===== src/rtl/pc_pkg.sv =====
// Shared types and helpers for the program-counter unit.
package pc_pkg;

  typedef enum logic {BOOT, RUN} state_t;

  localparam logic [1:0] CLS_NONE = 2'd0;
  localparam logic [1:0] CLS_JMP  = 2'd1;
  localparam logic [1:0] CLS_BR   = 2'd2;
  localparam logic [1:0] CLS_EXC  = 2'd3;

  // step must be a power of two; the low log2(step) bits must be zero
  function automatic logic is_aligned(input logic [63:0] addr, input int unsigned step);
    logic [63:0] mask;
    mask = 64'(step) - 64'd1;
    return (addr & mask) == '0;
  endfunction

endpackage


===== src/rtl/pc_incr.sv =====
// Sequential successor: pc + STEP, wrapping modulo 2^ADDR_W.
module pc_incr #(
  parameter int unsigned ADDR_W = 32,
  parameter int unsigned STEP   = 4
) (
  input  logic [ADDR_W-1:0] pc,
  output logic [ADDR_W-1:0] sum
);

  assign sum = pc + ADDR_W'(STEP);

endmodule


===== src/rtl/pc_unit.sv =====
// Program-counter unit: sequential advance, prioritised redirects,
// stall-time redirect buffering and misaligned-target trapping.
module pc_unit
  import pc_pkg::*;
#(
  parameter int unsigned       ADDR_W    = 32,
  parameter int unsigned       STEP      = 4,
  parameter logic [ADDR_W-1:0] RESET_VEC = '0,
  parameter logic [ADDR_W-1:0] EXC_VEC   = ADDR_W'(32'h0000_0080)
) (
  input  logic              clk,
  input  logic              rst_n,
  input  logic              stall,
  input  logic              exc,
  input  logic              br_taken,
  input  logic [ADDR_W-1:0] br_target,
  input  logic              jmp,
  input  logic [ADDR_W-1:0] jmp_target,
  input  logic              out_ready,
  output logic              out_valid,
  output logic [ADDR_W-1:0] pc,
  output logic [ADDR_W-1:0] next_pc,
  output logic              redirect,
  output logic              misalign,
  output logic              pend_valid
);

  state_t            state, state_n;
  logic [ADDR_W-1:0] incr;
  logic [ADDR_W-1:0] pc_n;
  logic              redirect_n, misalign_n;
  logic              pend_valid_n;
  logic [ADDR_W-1:0] pend_tgt, pend_tgt_n;
  logic [1:0]        pend_cls, pend_cls_n;
  logic [1:0]        req_cls;
  logic [ADDR_W-1:0] req_tgt;
  logic              req_mis;

  pc_incr #(
    .ADDR_W (ADDR_W),
    .STEP   (STEP)
  ) u_incr (
    .pc  (pc),
    .sum (incr)
  );

  assign next_pc   = incr;
  assign out_valid = (state == RUN);

  // Misaligned branch/jump targets are promoted to exception class.
  always_comb begin
    req_cls = CLS_NONE;
    req_tgt = '0;
    req_mis = 1'b0;
    if (exc) begin
      req_cls = CLS_EXC;
      req_tgt = EXC_VEC;
    end else if (br_taken) begin
      if (is_aligned(64'(br_target), STEP)) begin
        req_cls = CLS_BR;
        req_tgt = br_target;
      end else begin
        req_cls = CLS_EXC;
        req_tgt = EXC_VEC;
        req_mis = 1'b1;
      end
    end else if (jmp) begin
      if (is_aligned(64'(jmp_target), STEP)) begin
        req_cls = CLS_JMP;
        req_tgt = jmp_target;
      end else begin
        req_cls = CLS_EXC;
        req_tgt = EXC_VEC;
        req_mis = 1'b1;
      end
    end
  end

  always_comb begin
    state_n      = state;
    pc_n         = pc;
    redirect_n   = 1'b0;
    misalign_n   = 1'b0;
    pend_valid_n = pend_valid;
    pend_tgt_n   = pend_tgt;
    pend_cls_n   = pend_cls;
    unique case (state)
      BOOT, RUN: begin
        if (state == BOOT || stall) begin
          // BOOT shares the stall path: hold pc, buffer the request
          state_n = RUN;
          if (req_cls != CLS_NONE && (!pend_valid || req_cls >= pend_cls)) begin
            pend_valid_n = 1'b1;
            pend_tgt_n   = req_tgt;
            pend_cls_n   = req_cls;
            misalign_n   = req_mis;
          end
        end else if (pend_valid && req_cls > pend_cls) begin
          pc_n         = req_tgt;
          redirect_n   = 1'b1;
          misalign_n   = req_mis;
          pend_valid_n = 1'b0;
        end else if (pend_valid) begin
          pc_n         = pend_tgt;
          redirect_n   = 1'b1;
          pend_valid_n = 1'b0;
        end else if (req_cls != CLS_NONE) begin
          pc_n       = req_tgt;
          redirect_n = 1'b1;
          misalign_n = req_mis;
        end else if (out_ready) begin
          pc_n = incr;
        end
      end
      default: state_n = BOOT;
    endcase
  end

  always_ff @(posedge clk) begin
    if (!rst_n) begin
      state      <= BOOT;
      pc         <= RESET_VEC;
      redirect   <= 1'b0;
      misalign   <= 1'b0;
      pend_valid <= 1'b0;
      pend_tgt   <= '0;
      pend_cls   <= CLS_NONE;
    end else begin
      state      <= state_n;
      pc         <= pc_n;
      redirect   <= redirect_n;
      misalign   <= misalign_n;
      pend_valid <= pend_valid_n;
      pend_tgt   <= pend_tgt_n;
      pend_cls   <= pend_cls_n;
    end
  end

endmodule


===== config.mk =====
export PLATFORM = sky130hd
export DESIGN_NAME = pc_unit
export DESIGN_NICKNAME = d
export VERILOG_FILES = /design/src/rtl/pc_pkg.sv /design/src/rtl/pc_incr.sv /design/src/rtl/pc_unit.sv
export SDC_FILE = /design/constraint.sdc
export NUM_CORES = 1
export LEC_CHECK = 0
export CELL_PAD_IN_SITES_DETAIL_PLACEMENT = 0
export CELL_PAD_IN_SITES_GLOBAL_PLACEMENT = 1
export CORE_MARGIN = 1
export CORE_UTILIZATION = 38
export CTS_BUF_LIST = sky130_fd_sc_hd__clkbuf_4
export DETAILED_ROUTE_END_ITERATION = 10
export PLACE_DENSITY = 0.94
export SETUP_SLACK_MARGIN = 0.4
export SLEW_MARGIN = 0
export SYNTH_ARGS = -nofsm -noshare
export SYNTH_HDL_FRONTEND = slang
export SYNTH_SLANG_ARGS = --single-unit

===== constraint.sdc =====
create_clock -name clk -period 7.7 [get_ports clk]
set_input_delay 1.54 -clock clk [delete_from_list [all_inputs] [get_ports clk]]
set_output_delay 1.54 -clock clk [all_outputs]
set_load 0.01 [all_outputs]

==> metrics.txt <==
CTS H-tree lvls 3; final setup skew between 0.015 and 0.02 ns; status complete, but fails checks; die area about 12,000 um2; worst path arrival time between 3 and 4 ns; layout cells sized above 1 under 10%; Top FF cell, synth dfxtp_1; Leak roughly 0.0022 uW; largest area contributor in the netlist dfxtp_1; Async S/R FF share, synth 0%; CP max FO 13; Synth cell types ~60; ANT nets after route 0; crit path cell chain nand4_1 -> or4_1 -> or2_1 -> xnor2_1 -> clkdlybuf4s50_1; post-synthesis sequential area ratio a little under a third; Slew @ Worst Pin 1.33 ns; Wirelength per Cell roughly 18 um; failing checks design-rule violations; First DRT Iteration DRCs ~360; CP top delay family simple AND/OR/NAND/NOR gates; CTS Hold Bufs 0; Cell Pwr Density 135 nW/um2; clk_lat worst skew 0.42 ns; startpoint types flip-flop; Fmax about 210 MHz; initial antenna violation count 0; Psw around 230 uW; Final Instance Area 6100 um2; Clk pwr share between 30% and 40%; CTS Buf Count 9; drt first pass iters 8; CP max stage cell or4_1; RSZ-0062 raised after global routing false; Setup TNS 0 ns; top cell type's share of synthesized area between 30% and 40%; core area 11,600 um2; Area Growth Syn to Fin 33.3%; vias post-DR just under 5,000; Final setup viols 0; Post-DP HPWL between 10,000 and 15,000 um; final setup margin ~2.9 ns; period utilization between 60 and 70%; Synth area leaders dfxtp_1 31%, mux2i_1 8.3%, nand2_1 6.8%; Buf/Inv on CP 1; Worst setup EP type primary output; routed vias/inst around 6.0; final hold vios 0; Residual DRC 9; global route total overflow 0; Slew headroom roughly 11%; Fill cells around 1,100; slowest stage delay, CP roughly 0.83 ns; setup slack, reg-to-reg a little under 5 ns; Switching Share around 29%; first-pass GRT wire length roughly 24,000 um; Post-Syn Instances 580; buffer count from post-CTS setup fixing 0; Initial Util between 30% and 40%; Area after DPL 5960 um2; Clock Tree Buf Depth 2; largest net degree at the start of global routing 94; synthesized area per cell roughly 8 um2; post-synthesis instance area 4580 um2; routability cong. between 0.8 and 0.9; Max Slew Vio Count 0; ANT cells 0; logic gate share of total power a little over a fifth; top post-synthesis cells by count 83 x nand2_1, 70 x dfxtp_1, 38 x mux2i_1; min cycle time layout about 4.8 ns; Die W 112 um; Seq cells post-synth 70; count leader, synth nand2_1; Reg clk slew, reported paths approximately 0.12 ns; Pwr Total about 820 uW; Post-Syn Nets ~650; Max-Cap Viols 0; CTS tree yes; Worst Hold Class reg2reg; Total Nets Final approximately 760; die height 112 um; YS warnings 0; num rows 39; port buffer count between 100 and 150; WL final about 15,000 um; Reg power frac between 40 and 50%; CTS Sinks 70; total global routing track utilization 24.3%; Req. time, crit path slightly above 6 ns; WS Path Type reg2out; Post-synth EDFFs 0; I/O pin count about 140; cts repair resizes 0; vias in the first global route 4,820; CTS root buf clkbuf_4; Max IR drop VDD between 0.08 and 0.09 mV; internal power component around 590 uW; pre-CTS setup slack between 2 and 3 ns
power groups by stage:
stage | sequential (uW) | clock [uW] | combinational, uW
after floorplan | 395 | 0 | 91.5
after global placement | 398 | 0 | 169
after detailed placement | 398 | 0 | 174
after CTS | 390 | 258 | 175
after global routing | 393 | 274 | 189
final | 391 | 255 | 175
metal layers:
layer	GRT usage, %	up-vias	wire length (um)
li1	-	2350	-
met1	30.7	2339	6330
met2	41.6	232	7110
met3	3.76	32	1170
met4	8.83	0	355
met5	0	-	0
tightest hold or removal path, delay by kind of cell (launching register included):
| kind | cells | cell delay [ns] |
|---|---|---|
| and+or+nand+nor | 1 | 0.05 |
| muxes | 1 | 0.05 |
| DFF | 1 | 0.33 |
path summary, 6_finish.rpt:
kind / startpoint / endpoint / depth (start not counted)
setup / recovery: pc[4] / next_pc[18] / 5
hold / removal: pend_tgt[27] / pend_tgt[27] / 2
setup reg to reg: pend_valid / pc[3] / 4
hold reg to reg: pend_tgt[27] / pend_tgt[27] / 2
final cells by class:
cell class	instances	area, um2	area share, %
clock buffers	9	67.6	1.11
multi-input cells	450	2920	47.9
inverters	7	26.3	0.430
well taps	143	179	2.93
flip-flops and latches	70	1400	23.0
repair buffers	145	1430	23.4
clock inverters	7	78.8	1.29
through the flow:
stage	util, %	cells	hold slack (ns)
4_1_cts	52.8	831	0.469
2_1_floorplan	-	580	0.430
5_1_grt	52.8	831	0.483
3_3_place_gp	51.5	815	0.437
6_report	52.8	831	0.467
3_5_place_dp	51.5	815	0.453
cells by family (layout without fill, tap and decap cells):
logic type               count (synthesis)  after routing  synth area share (%)
XOR/XNOR                                21             21                  4.02
flip-flops                              70             70                  30.6
AO/OA/AOI/OAI                          164            164                  24.3
adder cells (fa/ha/maj)                  3              3                 0.765
AND/OR/NAND/NOR                        220            220                  25.0
multiplexers                            42             42                  9.29
buffers and inverters                   60            168                  6.04
cell usage in the layout, fill, tap and decap left out, types with 9 or more instances in the layout:
cell / netlist / routed
mux2i_1: 38 / 38
a21oi_1: 29 / 29
nand3_1: 22 / 22
a22oi_1: 22 / 22
dfxtp_1: 70 / 70
or3_1: 9 / 9
a31oi_1: 11 / 11
o21ai_0: 32 / 32
nand4_1: 9 / 9
xnor2_1: 13 / 13
clkdlybuf4s50_1: 0 / 137
nor2_1: 35 / 35
nand2_1: 83 / 83
o22ai_1: 10 / 10
clkbuf_4: 0 / 9
sequential cells by signal (all words and copies together), names as in the netlist:
register	flops
pend_cls	2
redirect	1
pc	32
pend_tgt	32
misalign	1
pend_valid	1
out_valid	1
No activity file was read; power rests on OpenSTA's default activity.
